$ cat src/rtl/alu_exec_unit.sv
// rtl/alu_exec_unit.sv - execution stage: single-cycle ALU ops plus serial one-bit-per-cycle shifts
module alu_exec_unit #(
   parameter int WIDTH = 32,
   parameter int SHW   = 5
) (
   input  logic             clk,
   input  logic             rst_n,
   input  logic             start,
   input  logic [3:0]       alu_ctrl,
   input  logic [WIDTH-1:0] a,
   input  logic [WIDTH-1:0] b,
   input  logic [SHW-1:0]   shamt,
   output logic             busy,
   output logic             done,
   output logic [WIDTH-1:0] result,
   output logic             zero,
   output logic             overflow
);

   typedef enum logic {IDLE, SHIFT} state_t;
   typedef enum logic [1:0] {K_SLL, K_SRL, K_SRA} kind_t;

   localparam logic [3:0] C_ADD  = 4'b1000;
   localparam logic [3:0] C_SUB  = 4'b1001;
   localparam logic [3:0] C_ADDU = 4'b0110;
   localparam logic [3:0] C_AND  = 4'b1100;
   localparam logic [3:0] C_OR   = 4'b0100;
   localparam logic [3:0] C_SLTU = 4'b1111;
   localparam logic [3:0] C_SLL  = 4'b1011;
   localparam logic [3:0] C_SRL  = 4'b1010;
   localparam logic [3:0] C_SRA  = 4'b0010;

   state_t           state_q, state_d;
   kind_t            kind_q, kind_d;
   logic [WIDTH-1:0] sh_q, sh_d;
   logic [SHW-1:0]   cnt_q, cnt_d;
   logic [WIDTH-1:0] result_q, result_d;
   logic             zero_q, zero_d;
   logic             ovf_q, ovf_d;
   logic             done_q, done_d;

   logic [WIDTH-1:0] alu_res;
   logic             alu_ovf;
   logic             is_shift;
   kind_t            kind_in;
   logic [WIDTH-1:0] sh_next;

   // Single-cycle datapath; unknown codes fall through to signed add
   always_comb begin
      logic [WIDTH-1:0] sum;
      logic [WIDTH-1:0] diff;
      sum      = a + b;
      diff     = a - b;
      alu_res  = sum;
      alu_ovf  = (a[WIDTH-1] == b[WIDTH-1]) && (sum[WIDTH-1] != a[WIDTH-1]);
      is_shift = 1'b0;
      kind_in  = K_SLL;
      case (alu_ctrl)
         C_SUB: begin
            alu_res = diff;
            alu_ovf = (a[WIDTH-1] != b[WIDTH-1]) && (diff[WIDTH-1] != a[WIDTH-1]);
         end
         C_ADDU: alu_ovf = 1'b0;
         C_AND: begin
            alu_res = a & b;
            alu_ovf = 1'b0;
         end
         C_OR: begin
            alu_res = a | b;
            alu_ovf = 1'b0;
         end
         C_SLTU: begin
            alu_res = {{(WIDTH-1){1'b0}}, (a < b)};
            alu_ovf = 1'b0;
         end
         C_SLL: begin
            is_shift = 1'b1;
            kind_in  = K_SLL;
         end
         C_SRL: begin
            is_shift = 1'b1;
            kind_in  = K_SRL;
         end
         C_SRA: begin
            is_shift = 1'b1;
            kind_in  = K_SRA;
         end
         default: ;
      endcase
   end

   // One-position step of the serial shifter for the latched shift kind
   always_comb begin
      case (kind_q)
         K_SRL:   sh_next = {1'b0, sh_q[WIDTH-1:1]};
         K_SRA:   sh_next = {sh_q[WIDTH-1], sh_q[WIDTH-1:1]};
         default: sh_next = {sh_q[WIDTH-2:0], 1'b0};
      endcase
   end

   // Next-state: issue in IDLE, count down in SHIFT, publish result on completion only
   always_comb begin
      state_d  = state_q;
      kind_d   = kind_q;
      sh_d     = sh_q;
      cnt_d    = cnt_q;
      result_d = result_q;
      zero_d   = zero_q;
      ovf_d    = ovf_q;
      done_d   = 1'b0;
      case (state_q)
         IDLE: begin
            if (start) begin
               if (is_shift && (shamt != '0)) begin
                  sh_d    = b;
                  cnt_d   = shamt;
                  kind_d  = kind_in;
                  state_d = SHIFT;
               end else if (is_shift) begin
                  result_d = b;
                  zero_d   = (b == '0);
                  ovf_d    = 1'b0;
                  done_d   = 1'b1;
               end else begin
                  result_d = alu_res;
                  zero_d   = (alu_res == '0);
                  ovf_d    = alu_ovf;
                  done_d   = 1'b1;
               end
            end
         end
         SHIFT: begin
            sh_d  = sh_next;
            cnt_d = cnt_q - 1'b1;
            if (cnt_q == SHW'(1)) begin
               result_d = sh_next;
               zero_d   = (sh_next == '0);
               ovf_d    = 1'b0;
               done_d   = 1'b1;
               state_d  = IDLE;
            end
         end
         default: state_d = IDLE;
      endcase
   end

   // State and output registers, asynchronously cleared
   always_ff @(posedge clk or negedge rst_n) begin
      if (!rst_n) begin
         state_q  <= IDLE;
         kind_q   <= K_SLL;
         sh_q     <= '0;
         cnt_q    <= '0;
         result_q <= '0;
         zero_q   <= 1'b1;
         ovf_q    <= 1'b0;
         done_q   <= 1'b0;
      end else begin
         state_q  <= state_d;
         kind_q   <= kind_d;
         sh_q     <= sh_d;
         cnt_q    <= cnt_d;
         result_q <= result_d;
         zero_q   <= zero_d;
         ovf_q    <= ovf_d;
         done_q   <= done_d;
      end
   end

   assign busy     = (state_q == SHIFT);
   assign done     = done_q;
   assign result   = result_q;
   assign zero     = zero_q;
   assign overflow = ovf_q;

endmodule

$ cat config.mk
export PLATFORM = sky130hd
export DESIGN_NAME = alu_exec_unit
export DESIGN_NICKNAME = d
export VERILOG_FILES = /design/src/rtl/alu_exec_unit.sv
export SDC_FILE = /design/constraint.sdc
export NUM_CORES = 1
export LEC_CHECK = 0
export BUFFER_PORTS_ARGS = -buffer_cell sky130_fd_sc_hd__buf_2
export CORE_MARGIN = 2
export CORE_UTILIZATION = 30
export CTS_CLUSTER_DIAMETER = 60
export DETAILED_ROUTE_END_ITERATION = 8
export SLEW_MARGIN = 5
export SYNTH_ARGS = -nofsm -noshare
export SYNTH_HDL_FRONTEND = slang
export SYNTH_SLANG_ARGS = --single-unit
$ cat constraint.sdc
create_clock -name clk -period 2.85 [get_ports clk]
set_input_delay 0.285 -clock clk [delete_from_list [all_inputs] [get_ports clk]]
set_output_delay 0.285 -clock clk [all_outputs]
set_load 0.02 [all_outputs]
# ---- After elaboration in Yosys (flattened, before gate mapping)
# Cells that the tools add are included.
dict set report word_totals {
  reg_bits 75
  output_inout_bits 36
  wordCells 80
}
dict set report classes {
  n_addsub 3
  order_cmp 1
  eq_ne 19
  mux 34
  n_bitwise 3
  reduce_logical 12
}
# op count
set ops {}
lappend ops {{2-to-1 mux 32 bit} 6}
lappend ops {{one-hot mux 32 bit (2 select lines)} 3}
lappend ops {{one-hot mux 32 bit (4 select lines)} 1}
lappend ops {{logical NOT 32 bit} 3}
lappend ops {{adder 32 bit} 1}
lappend ops {{bitwise AND 32 bit} 1}
lappend ops {{< comparator 32 bit} 1}
lappend ops {{OR 32 bit} 1}
lappend ops {{subtractor 32 bit} 1}
lappend ops {{equality test 4 bit (second input constant)} 5}
lappend ops {{2-to-1 mux 1 bit} 15}
lappend ops {{2-to-1 mux 5 bit} 2}
lappend ops {{one-hot mux 1 bit (2 select lines)} 5}
lappend ops {{one-hot mux 5 bit (2 select lines)} 1}
lappend ops {{equality test 4 x 3 -> 1 bit (second input constant)} 2}
lappend ops {{!= test 2 bit (second input constant)} 3}
lappend ops {{AND reduction 3 bit} 2}
lappend ops {{equality test 5 x 1 -> 1 bit (second input constant)} 1}
lappend ops {{nonzero test 5 bit} 1}
lappend ops {{subtractor 5 x 1 -> 5 bit (second input constant)} 1}
lappend ops {{equality test 4 x 2 -> 1 bit (second input constant)} 1}
lappend ops {{one-hot mux 2 bit (2 select lines)} 1}
lappend ops {{OR reduction 4 bit} 1}
lappend ops {{logical AND 1 bit} 3}
lappend ops {{8 further kinds} 10}

# ---- Logic depth before layout (Yosys ltp)
dict set report logic_depth {
  word_depth 8
  mapped_depth 14
  ltp_nobuf 14
}

# ---- Worst setup path before layout
# OpenSTA, ideal clock, no wires.
dict set report synth_path {
  kind {input to register}
  start {input b[11]}
  end {register zero_q (netlist: zero)}
  setup_ps 72
  arrival_ps 3586
  t_required_ps 2778
  slack_ps -807
  stages 13
  path_buffers 0
  path_cell_list {inv_1 ha_1 inv_2 a21o_1 o311a_1 o41a_1 a2111oi_4 nor2_2 o31ai_2 a22oi_1 or4_1 or4_1 o21ai_1}
}
dict set report synth_between {
  elab_chain_cells 7
}
# item line_no
set synth_lines {}
lappend synth_lines {{start: declaration} 11} ;# input logic [WIDTH-1:0] b,
lappend synth_lines {{adder 32 bit, or another cell as far along} 52} ;# sum = a + b;
lappend synth_lines {{one-hot mux 32 bit (4 select lines)} 58} ;# case (alu_ctrl)
lappend synth_lines {{logical NOT 32 bit} 126} ;# zero_d = (alu_res == '0);
lappend synth_lines {{2-to-1 mux 1 bit *} 119} ;# end else if (is_shift) begin
lappend synth_lines {{2-to-1 mux 1 bit *} 114} ;# if (is_shift && (shamt != '0)) begin
lappend synth_lines {{2-to-1 mux 1 bit *} 113} ;# if (start) begin
lappend synth_lines {{one-hot mux 1 bit (2 select lines) *} 111} ;# case (state_q)
lappend synth_lines {{end signal: assignment} 164} ;# zero_q <= zero_d;
lappend synth_lines {{end: declaration} 38} ;# logic zero_q, zero_d;
# Mark *: on every way between the ends. The rest lies on a longest branch, timed or not. The select of a mux whose other input is x is not followed.
# A chain may end at the register's enable or synchronous reset.

# ---- Worst setup path after layout
dict set report layout_path {
  start {input b[0]}
  end {register zero_q (netlist: zero)}
}
# Same word-level chain as after synthesis.

==> impl_metrics.json <==
{
  "rows": 65,
  "syn_avg_cell_area_um2": 7.071,
  "ys_warn_count": 0,
  "cts_root_buf": "clkbuf_16",
  "finish.instance_area_um2": 15740,
  "grt_max_degree": 81,
  "final_layout_size_suffix_gt1_share_pct": 44.06,
  "start_kind": "primary input",
  "clock_latency_ns": 0.35,
  "wl_um": 45670,
  "finClkSkew_ns": 0.01084,
  "h-tree-depth": 3,
  "setup_tns_ns": -4.297,
  "nFillCells": 3045,
  "synth_cell_types": 79,
  "power_density_nw_per_um2": 553.6,
  "synth_nets": 1540,
  "crit_path_max_fanout": 3,
  "cts_tree": "built",
  "globalRouteOverflowTotal": 0,
  "final_max_slew_viol_count": 0,
  "clk_pin_slew_ns": 0.06,
  "netlist_area_um2": 9624,
  "instances_no_fill": 2279,
  "cp.arrival_ns": 3.71,
  "cts_max_path_buffers": 2,
  "port-buffer-count": 111,
  "fin_crit_ns": 3.435,
  "drcViolationCount": 0,
  "drt_iter0_drc": 1428,
  "rsz0062_at_grt": "yes",
  "finalSetupViolations": 20,
  "worst_slack_ns": -0.5848,
  "fin_total_pwr_uw": 8716,
  "core_area_um2": 31560,
  "grt_pass1_vias": 12418,
  "synthFlopType": "dfrtp_1",
  "placed_area_um2": 13690,
  "critPathKind": "primary input to flop",
  "violations": "negative setup slack",
  "hold_viol_final": 0,
  "wire_per_inst_um": 20.04,
  "dp_slack_ns": -1.152,
  "dp_hpwl_um": 36170,
  "nNetsFinal": 2051,
  "relSlewSlack_pct": 46.27,
  "fmax_mhz": 291.1,
  "die_h_um": 183.1,
  "firstDrtPassIters": 6,
  "status": "finished, violations left",
  "viasPerCell": 5.573,
  "synth_async_sr_flop_share_pct": 100.0,
  "diodes": 0,
  "antenna_found_initial": 0,
  "synth_edf_count": 0,
  "initial_core_util_pct": 30.50,
  "worst_slew_pin_slew_ns": 0.8060,
  "final_antenna_net_count": 0,
  "max-vdd-ir-drop_mv": 0.4275,
  "cp_data_required_time_ns": 3.13,
  "ios": 112,
  "syn-instance-count": 1361,
  "ys_ff_latch": 75,
  "syn2layout_area_growth_pct": 63.57,
  "gp_congestion": 0.9797,
  "grt_usage_pct": 26.49,
  "chipWidth_um": 183.1,
  "dieArea_um2": 33530,
  "worst_hold_path_type": "primary input to flop",
  "seq_area_frac_synth_pct": 19.51,
  "power_leakage_uw": 0.007267,
  "cts_buffers": 9,
  "drv_cap": 0,
  "cts.sinks": 75,
  "via_count": 12702,
  "dp.cells": 2220,
  "grt_pass1_wl_um": 69300,
  "fin_crit_sh_pct": 120.5,
  "endpoint_kind": "flop"
}
layer usage:
metal	vias to the layer above	wire [µm]	part of all wire (%)	track usage (%)
met1	6039	19530	43	35.66
met5	-	0	0	0
met4	0	2296	5.0	11.33
li1	5950	-	-	-
met3	118	3314	7.3	3.535
met2	595	20530	45	42.58
cell type report:
class                      count  area (µm²)  share of cell area [%]
clock inverter                 7       98.84                  0.6279
multi-input combinational   1092        8113                   51.53
sequential                    75        1879                   11.94
tap                          402       503.0                   3.195
timing repair buffer         589        4479                   28.45
clock buffer                   9       225.2                   1.431
inverter                     105       444.2                   2.821
metrics by stage:
stage               util (%)  hold slack (ns)
floorplan                  -         -0.01059
global placement       43.37           0.3107
detailed placement     43.37           0.3122
CTS                    47.61           0.2313
global route           49.89           0.2306
finish                 49.89           0.2396
path summary, 6_finish.rpt:
path	startpoint	endpoint	slack, ns	depth (start not counted)
setup / recovery	b[0]	zero	-0.58	14
hold / removal	shamt[2]	cnt_q[2]	0.24	3
setup reg to reg	kind_q[1]	zero	-0.50	14
hold reg to reg	result[26]	result[26]	0.48	2
max in group asynchronous	rst_n	result[14]	1.70	3
min in group asynchronous	rst_n	result[29]	0.48	2
power by group:
part	total (µW)	internal (µW)	switching, µW
clock	1250	773	481
sequential	1950	1570	377
combinational	5520	2490	3030
logic make-up after synthesis:
group                    after synthesis  synth area share (%)
AO/OA/AOI/OAI                        518                 34.88
AND/OR/NAND/NOR                      442                 20.67
buffers and inverters                194                 8.528
adder cells (fa/ha/maj)              103                 13.55
flip-flops                            75                 19.51
multiplexers                          16                 1.677
XOR/XNOR                              13                 1.183
sequential cells by signal, indices dropped and copies added, names as in the netlist:
name,count
busy,1
cnt_q,5
done,1
kind_q,2
overflow,1
result,32
sh_q,32
zero,1
synth_stat cells (all sizes together), types with 6 or more instances:
library cell,instances,area [µm²]
a211o,7,62.56
a211oi,17,127.6
a21o,12,91.34
a21oi,131,655.6
a221o,6,60.06
a221oi,16,140.1
a22o,9,78.83
a22oi,7,52.55
a31oi,25,156.4
and2,6,37.54
and3,10,62.56
buf,20,137.6
clkbuf,69,289.0
dfrtp,74,1852
ha,101,1264
inv,104,390.4
mux2i,15,150.1
nand2,159,596.8
nand2b,7,43.79
nand3,14,70.07
nand4,11,68.82
nor2,151,569.3
nor2b,14,87.58
nor3,20,100.1
nor4,23,143.9
o211ai,36,270.3
o21a,21,157.7
o21ai,140,700.7
o221ai,12,105.1
o22ai,10,62.56
o31a,6,52.55
o31ai,13,102.6
or4,9,70.07
xnor2,11,96.34
critical path, cell delays in order:
cell      delay, ns
buf_8          0.10
buf_6          0.11
ha_4           0.16
fa_2           0.34
a211o_1        0.36
a221oi_4       0.37
a21o_1         0.21
nand2_2        0.11
a221oi_2       0.33
o22ai_2        0.16
nor4_2         0.28
nand4_1        0.19
or4_1          0.57
o21ai_1        0.14
cell usage in the layout, fill, tap and decap left out, types with 10 or more instances in the layout:
| cell type | instances |
|---|---|
| a21o_1 | 11 |
| a21oi_1 | 106 |
| a21oi_2 | 22 |
| a31oi_1 | 23 |
| and3_1 | 10 |
| buf_2 | 90 |
| buf_4 | 442 |
| buf_6 | 44 |
| dfrtp_1 | 73 |
| ha_1 | 68 |
| ha_4 | 25 |
| inv_1 | 69 |
| inv_2 | 24 |
| mux2i_1 | 12 |
| nand2_1 | 152 |
| nand3_1 | 12 |
| nand4_1 | 11 |
| nor2_1 | 136 |
| nor2_2 | 10 |
| nor3_1 | 20 |
| nor4_1 | 17 |
| o211ai_1 | 36 |
| o21a_1 | 19 |
| o21ai_0 | 113 |
| o21ai_1 | 15 |
| o21ai_2 | 12 |
what timing repair did:
item                                    4_1_cts  5_1_grt
endpoints found under the setup margin       25       25
setup buffers                                27       25
pin swaps                                    90       76
hold buffers                                  1        0
hold endpoints to repair                     38        0
gates resized for setup                     206      133
Note: power is estimated with default switching activity, not from simulation.
